`config.mk`:
```
export PLATFORM = sky130hd
export DESIGN_NAME = button_event_flat
export DESIGN_NICKNAME = d
export VERILOG_FILES = /design/src/rtl/button_event_if.sv /design/src/rtl/button_event.sv /design/src/flat_wrapper.sv
export SDC_FILE = /design/constraint.sdc
export NUM_CORES = 1
export LEC_CHECK = 0
export ABC_AREA = 1
export CAP_MARGIN = 25
export CORE_MARGIN = 5
export CORE_UTILIZATION = 30
export CTS_BUF_LIST = sky130_fd_sc_hd__clkbuf_4 sky130_fd_sc_hd__clkbuf_8
export DETAILED_ROUTE_END_ITERATION = 10
export PLACE_DENSITY = 0.56
export SYNTH_ARGS = -nofsm -noshare
export SYNTH_HDL_FRONTEND = slang
export SYNTH_SLANG_ARGS = --single-unit
```
`constraint.sdc`:
```
create_clock -name clk -period 2 [get_ports clk]
set_input_delay 0.4 -clock clk [delete_from_list [all_inputs] [get_ports clk]]
set_output_delay 0.4 -clock clk [all_outputs]
set_load 0.05 [all_outputs]
```
`src/rtl/button_event_if.sv`:
```
// Button-event bundle: one debounced level in, classified click/press events out.
// master drives the button level, slave is the classifier.
interface button_event_if;
  logic       stable;
  logic       single_click;
  logic       double_click;
  logic       long_press;
  logic       held;
  logic [7:0] click_count;

  modport master (
    output stable,
    input  single_click, double_click, long_press, held, click_count
  );

  modport slave (
    input  stable,
    output single_click, double_click, long_press, held, click_count
  );
endinterface

```
`src/rtl/button_event.sv`:
```
// Classifies a debounced button level into single click, double click and
// long press pulses, and keeps a wrapping count of click events.
module button_event #(
  parameter int LONG_CYCLES = 1000,
  parameter int GAP_CYCLES  = 250
) (
  input logic           clk,
  input logic           rst,
  button_event_if.slave bus
);

  localparam int MAXC = (LONG_CYCLES > GAP_CYCLES) ? LONG_CYCLES : GAP_CYCLES;
  localparam int CW   = $clog2(MAXC + 1);

  typedef enum logic [2:0] {IDLE, PRESS1, WAIT2, PRESS2, LONGHELD} state_t;

  state_t        state, next_state;
  logic [CW-1:0] cnt;
  logic          prev;
  logic          rise, fall;
  logic          single_nxt, double_nxt, long_nxt;
  logic          single_q, double_q, long_q;
  logic [7:0]    click_count_q;

  assign rise = bus.stable & ~prev;
  assign fall = ~bus.stable & prev;

  // Edges win over timeouts, so a rise landing on the last gap cycle is a second press.
  always_comb begin
    next_state = state;
    single_nxt = 1'b0;
    double_nxt = 1'b0;
    long_nxt   = 1'b0;
    unique case (state)
      IDLE: begin
        if (rise) next_state = PRESS1;
      end
      PRESS1: begin
        if (fall) begin
          next_state = WAIT2;
        end else if (cnt == CW'(LONG_CYCLES - 1)) begin
          next_state = LONGHELD;
          long_nxt   = 1'b1;
        end
      end
      WAIT2: begin
        if (rise) begin
          next_state = PRESS2;
        end else if (cnt == CW'(GAP_CYCLES - 1)) begin
          next_state = IDLE;
          single_nxt = 1'b1;
        end
      end
      PRESS2: begin
        if (fall) begin
          next_state = IDLE;
          double_nxt = 1'b1;
        end
      end
      LONGHELD: begin
        if (fall) next_state = IDLE;
      end
      default: next_state = IDLE;
    endcase
  end

  // The counter restarts on every state change so each timed state measures from its entry.
  always_ff @(posedge clk) begin
    if (rst) begin
      state         <= IDLE;
      cnt           <= '0;
      prev          <= 1'b0;
      single_q      <= 1'b0;
      double_q      <= 1'b0;
      long_q        <= 1'b0;
      click_count_q <= 8'd0;
    end else begin
      state    <= next_state;
      prev     <= bus.stable;
      single_q <= single_nxt;
      double_q <= double_nxt;
      long_q   <= long_nxt;
      if (next_state != state) begin
        cnt <= '0;
      end else if (state == PRESS1 || state == WAIT2) begin
        cnt <= cnt + 1'b1;
      end
      if (single_nxt || double_nxt) begin
        click_count_q <= click_count_q + 8'd1;
      end
    end
  end

  assign bus.single_click = single_q;
  assign bus.double_click = double_q;
  assign bus.long_press   = long_q;
  assign bus.held         = prev;
  assign bus.click_count  = click_count_q;

endmodule

```
`src/flat_wrapper.sv`:
```
// flat-port wrapper written by rule: the top's interface ports become plain ports
module button_event_flat 
#(
  parameter int LONG_CYCLES = 1000,
  parameter int GAP_CYCLES  = 250
)
  (clk, rst, bus_stable, bus_single_click, bus_double_click, bus_long_press, bus_held, bus_click_count);
  button_event_if bus_i ();
  input logic clk;
  input logic rst;
  input wire logic [$bits(bus_i.stable)-1:0] bus_stable;
  output wire logic [$bits(bus_i.single_click)-1:0] bus_single_click;
  output wire logic [$bits(bus_i.double_click)-1:0] bus_double_click;
  output wire logic [$bits(bus_i.long_press)-1:0] bus_long_press;
  output wire logic [$bits(bus_i.held)-1:0] bus_held;
  output wire logic [$bits(bus_i.click_count)-1:0] bus_click_count;
  assign bus_i.stable = bus_stable;
  assign bus_single_click = bus_i.single_click;
  assign bus_double_click = bus_i.double_click;
  assign bus_long_press = bus_i.long_press;
  assign bus_held = bus_i.held;
  assign bus_click_count = bus_i.click_count;
  button_event #(.LONG_CYCLES(LONG_CYCLES), .GAP_CYCLES(GAP_CYCLES)) u_core (.clk(clk), .rst(rst), .bus(bus_i));
endmodule
```
---- After elaboration in Yosys (flattened, before gate mapping) ----
Index checks and enable logic that the tools add are counted.
storage, ports and cells
  input port bits ......................... 3
  logic and storage cells ................. 40
  output and inout port bits .............. 12
  bits in registers ....................... 25
cells by class
  bitwise operators ....................... 5
  multiplexer cells ....................... 13
  reductions and logical operators ........ 6
  equal/unequal tests ..................... 7
  $add $sub $neg .......................... 2
operators with widths
  operator               count
  $mux 3                 6
  $pmux 3 s4             1
  $add 10x1->10 const B  1
  $eq 10x10->1 const B   1
  $eq 10x8->1 const B    1
  $add 8x1->8 const B    1
  $eq 3x2->1 const B     2
  $mux 1                 6
  $reduce_or 2->1        2
  $eq 3x1->1 const B     1
  $eq 3x3->1 const B     1
  $logic_not 3->1        1
  $ne 3x3->1             1
  $not 1->1              3
  $reduce_or 3->1        1
  $and 1x1->1            2
  $logic_or 1x1->1       2

---- Depth between registers and ports, before layout ----
  word-level depth ........................ 6
  gate-level depth with buffers ........... 11
  gate-level depth less buffers ........... 11

---- Worst setup path after synthesis ----
OpenSTA, ideal clock, no wires.
  path type ............................... reg-to-reg
  start ................................... register u_core.prev, in the netlist u_core.bus.held
  end ..................................... register u_core.cnt[1]
  slack ................................... 0.384 ns
  library setup time ...................... 0.119 ns
  arrival ................................. 1.498 ns
  path buffers ............................ 0
  clock period less this slack ............ 1.616 ns
  data required time ...................... 1.881 ns
  cell stages (with the launch flop) ...... 10
  path through ............................ dfxtp_1 -> nand2_1 -> inv_1 -> nor2_1 -> nor2_1 -> nand3_1 -> nand2_1 -> nor2_2 -> nand2_4 -> nor2_2
between the ends
  word-level cells in the longest chain between the ends .. 6
  elaborated cells between the ends (all ways) .. 10
  classes of those cells .................. 1 x eq/ne; 5 x mux; 3 x bitwise; 1 x reduce/logical
RTL lines
  element                      RTL line                                source
  start, declared              button_event.sv:19                      logic prev;
  start signal, assigned       button_event.sv:79                      prev <= bus.stable;
  $not 1->1                    button_event.sv:25                      assign rise = bus.stable & ~prev;
  $and 1x1->1                  button_event.sv:25
  $mux 3 (on tied branches)    button_event.sv:47, button_event.sv:36
  $pmux 3 s4 *                 button_event.sv:34                      unique case (state)
  $ne 3x3->1 *                 button_event.sv:83                      if (next_state != state) begin
  $reduce_or 2->1 (no line) *  -
  end signal, assigned         button_event.sv:86                      cnt <= cnt + 1'b1;
  end, declared                button_event.sv:18                      logic [CW-1:0] cnt;
Mark *: on every way between the ends. The rest lies on a longest branch, timed or not.
A chain may end at the register's enable or synchronous reset.

---- Worst setup path in the final report ----
  start ................................... register u_core.click_count_q[0], in the netlist u_core.bus.click_count[0]
  end ..................................... output bus_click_count[0]
RTL lines
  element                 RTL line            source
  start, declared         button_event.sv:23  logic [7:0] click_count_q;
  start signal, assigned  button_event.sv:89  click_count_q <= click_count_q + 8'd1;
  end, declared           flat_wrapper.sv:16  output wire logic [$bits(bus_i.click_count)-1:0] bus_click_count;
No word-level cell between the ends.

==> results.rst <==
.. list-table::
   :header-rows: 1

   * - Metric
     - Value
   * - Status
     - complete, no violations
   * - Overall global routing resource usage
     - 9.52%
   * - Flop2flop setup slack
     - 0.33 ns
   * - Switching power of the nets
     - 0.249 mW
   * - Final setup skew
     - 0.00473 ns
   * - PostCTS Resize Cnt
     - 0
   * - Worst-Skew Late Latency
     - 0.27 ns
   * - Switching portion of total power
     - 26.8%
   * - Final min period
     - 1.91 ns
   * - Vias in the first global route
     - 1087
   * - Cell Int Power
     - 0.682 mW
   * - Cells on Worst Hold Path
     - 2
   * - Post-synthesis area per instance
     - 7.44 um^2
   * - Worst-case clock buffer depth
     - 2
   * - Y dimension of the die
     - 78.1 um
   * - Width of the die
     - 78.1 um
   * - TritonCTS clock tree
     - yes
   * - Worst reg2reg path startpoint
     - u_core.cnt[0]
   * - Post-synthesis to final-layout area growth
     - 18.1%
   * - Post-route DRC
     - 0
   * - Global placement routability congestion
     - 0.839
   * - Vias per std cell
     - 4.53
   * - Combinational group share of total power
     - 11.8%
   * - Fraction of final layout cells with drive strength greater than 1
     - 20.5%
   * - Critical Path, Cell by Cell
     - clkdlybuf4s50_1
   * - Actual transition at the worst max-transition pin
     - 0.500 ns
   * - HP Class
     - flip-flop to flip-flop
   * - Cells after Synth
     - 187
   * - Routed met2 length
     - 1220 um
   * - Largest net degree at the start of global routing
     - 16
   * - Crit start category
     - flip-flop
   * - Slowest cell on crit path
     - sky130_fd_sc_hd__clkdlybuf4s50_1
   * - Overflow left after global routing
     - 0
   * - CTS HTree Levels
     - 1
   * - Number of storage elements in the synthesis netlist
     - 25
   * - Pre-CTS worst setup slack
     - 0.0648 ns
   * - Number of different library cells in the post-synthesis netlist
     - 28
   * - Max_slew headroom
     - 66.5%
   * - Post-synthesis instance area
     - 1390 um^2
   * - Final cycle utilization of the critical path
     - 95.4%
   * - FF-to-FF path depth
     - 9
   * - Overall via count from detail_route
     - 1163
   * - Terminus of the critical flop-to-flop path
     - u_core.cnt[6]
   * - Maximum Capacitance Violations
     - 0
   * - Synth warnings
     - 0
   * - Fraction of power consumed by the clock network
     - 33.0%
   * - Post-synthesis sequential area ratio
     - 36.0%
   * - Topmost layer with routed signal wires
     - met4
   * - Setup violators final
     - 0
   * - Residual antenna-violating net count after detailed routing
     - 0
   * - Initial antenna violation count
     - 0
   * - FP Rows
     - 24
   * - Global-route wire length before repair
     - 4760 um
   * - Fraction of power consumed by sequential logic
     - 55.2%
   * - Leakage
     - 0.657 nW
   * - Slew Limit Fails
     - 0
   * - Post-CTS setup repair buffer count
     - 0
   * - Layout net count
     - 212
   * - Start point of the worst min-delay path
     - u_core.bus.click_count[7]
   * - Final routed wirelength across all metal layers
     - 2670 um
   * - Core Area
     - 4410 um^2
   * - Routed length on met3
     - 90 um
   * - Power per standard cell area
     - 567 nW/um^2
   * - Clock input transition at the sequential cells of the worst setup and hold paths
     - 0.09 ns
   * - HPWL after detailed placement
     - 1980 um
   * - Worst voltage drop across the vdd grid
     - 0.000240 V
   * - Largest fanout of any net on the critical path
     - 4
   * - Sink count of the clock tree
     - 25
   * - I/O pin cnt
     - 15
   * - Num CTS Buffers
     - 3
   * - Full die area
     - 6100 um^2
   * - Hold_buf cts
     - 0
   * - Setup repair after global routing missed its margin
     - false
   * - Maximum clock frequency
     - 524 MHz
   * - Antenna Cells
     - 0
   * - Max incr delay on CP
     - 0.83 ns
   * - # port buffers
     - 14
   * - Final hold vios
     - 0
   * - Sum of negative setup slack
     - 0 ns
   * - Drt initial violations
     - 86
   * - Total nets after synthesis
     - 193
   * - Setup crit end kind
     - output port
   * - Placed insts
     - 253
   * - Startpoint-to-endpoint class of the critical path
     - flip-flop to output port
   * - Worst min-delay path endpoint
     - u_core.bus.click_count[7]
   * - Cell family with most CP delay
     - buffers and inverters
   * - Crit path buffers/inverters
     - 1
   * - Mean routed wirelength per cell
     - 10.4 um
   * - Pre-Repair DR Iteration Count
     - 4
   * - Non-Filler Instances
     - 257
   * - Initial standard-cell utilization of the core
     - 31.5%
   * - Worst endpoint required time
     - 1.60 ns
   * - Post-route worst setup slack
     - 0.0918 ns
   * - CTS Root Buffer Type
     - sky130_fd_sc_hd__clkbuf_8
   * - M1 WL
     - 1300 um
   * - Worst Path Arrival
     - 1.51 ns
-- flip-flops by register name (all words and copies together), names as in the netlist --
register and count:
u_core.cnt 10, u_core.bus.click_count 8, u_core.state 3, u_core.bus.double_click 1, u_core.bus.held 1, u_core.bus.long_press 1
u_core.bus.single_click 1
-- logic make-up after synthesis --
logic type	after synthesis	share of synthesized area, %
xor+xnor	11	6.92
compound gates	16	6.48
simple gates	103	39.6
buf+inv	29	8.36
fa+ha+maj	3	2.70
flops	25	36.0
-- worst max path at each step --
stage | end | slack, ns | cells past startpoint | start
after floorplan | u_core.cnt[1] | 0.38 | 9 | u_core.bus.held
after global placement | u_core.cnt[7] | 0.04 | 9 | bus_stable
after detailed placement | u_core.cnt[6] | 0.06 | 9 | bus_stable
after CTS | bus_click_count[0] | 0.07 | 1 | u_core.bus.click_count[0]
after global routing | bus_click_count[2] | 0.02 | 1 | u_core.bus.click_count[2]
final | bus_click_count[0] | 0.09 | 1 | u_core.bus.click_count[0]
-- synth_stat cells, drive strengths merged --
| cell | n | area, um^2 |
|---|---|---|
| xnor2 | 5 | 43.8 |
| nand2 | 42 | 183 |
| a21oi | 10 | 57.6 |
| xor2 | 6 | 52.6 |
| dfxtp | 25 | 500 |
| buf | 1 | 11.3 |
| nor2 | 37 | 191 |
| ha | 3 | 37.5 |
| clkbuf | 1 | 3.75 |
| o21ai | 5 | 25.0 |
| nand3 | 14 | 92.6 |
| nand4 | 7 | 65.1 |
| nor4 | 1 | 6.26 |
| nor3 | 1 | 5.00 |
| o211ai | 1 | 7.51 |
| inv | 27 | 101 |
| nor3b | 1 | 7.51 |
-- per-layer routing --
metal  GRT usage [%]  up-vias
li1                -      623
met5               0        -
met1            11.6      519
met3            2.75        4
met4            4.56        0
met2            15.4       17
-- area by class of cell --
cell class	instances	area (um^2)
Timing Repair Buffer	16	153
Clock inverter	1	7.51
Fill cell	460	2770
Clock buffer	3	41.3
Tap cell	52	65.1
Sequential cell	25	500
Inverter	27	101
Multi-Input combinational cell	133	774
-- cell usage in the layout (no fill, tap or decap), types with 3 or more instances in the layout --
cell type,count
sky130_fd_sc_hd__nor2_2,15
sky130_fd_sc_hd__nand2_1,38
sky130_fd_sc_hd__o21ai_0,3
sky130_fd_sc_hd__inv_2,7
sky130_fd_sc_hd__ha_1,3
sky130_fd_sc_hd__clkbuf_8,3
sky130_fd_sc_hd__a21oi_1,8
sky130_fd_sc_hd__nand3_1,11
sky130_fd_sc_hd__inv_1,20
sky130_fd_sc_hd__dfxtp_1,25
sky130_fd_sc_hd__nand4_1,5
sky130_fd_sc_hd__xor2_1,6
sky130_fd_sc_hd__buf_4,3
sky130_fd_sc_hd__clkdlybuf4s50_1,13
sky130_fd_sc_hd__nor2_1,20
sky130_fd_sc_hd__nand2_4,3
sky130_fd_sc_hd__xnor2_1,5
-- power by group through the flow --
stage                     Sequential [mW]  Clock (mW)  Combinational [mW]
final                               0.515       0.307               0.110
after global routing                0.517       0.353               0.125
after CTS                           0.515       0.329               0.110
after detailed placement            0.527           0               0.109
after global placement              0.527           0               0.111
after floorplan                     0.529           0              0.0814
-- through the flow --
step,hold WS [ns],power [mW],util (%),instance area (um^2)
floorplan,0.517,0.610,-,1390
finish,0.502,0.932,37.2,1640
global placement,0.488,0.637,36.1,1590
global route,0.547,0.994,37.2,1640
CTS,0.509,0.954,37.2,1640
detailed placement,0.493,0.636,36.1,1590
No activity file was read; power rests on OpenSTA's default activity.
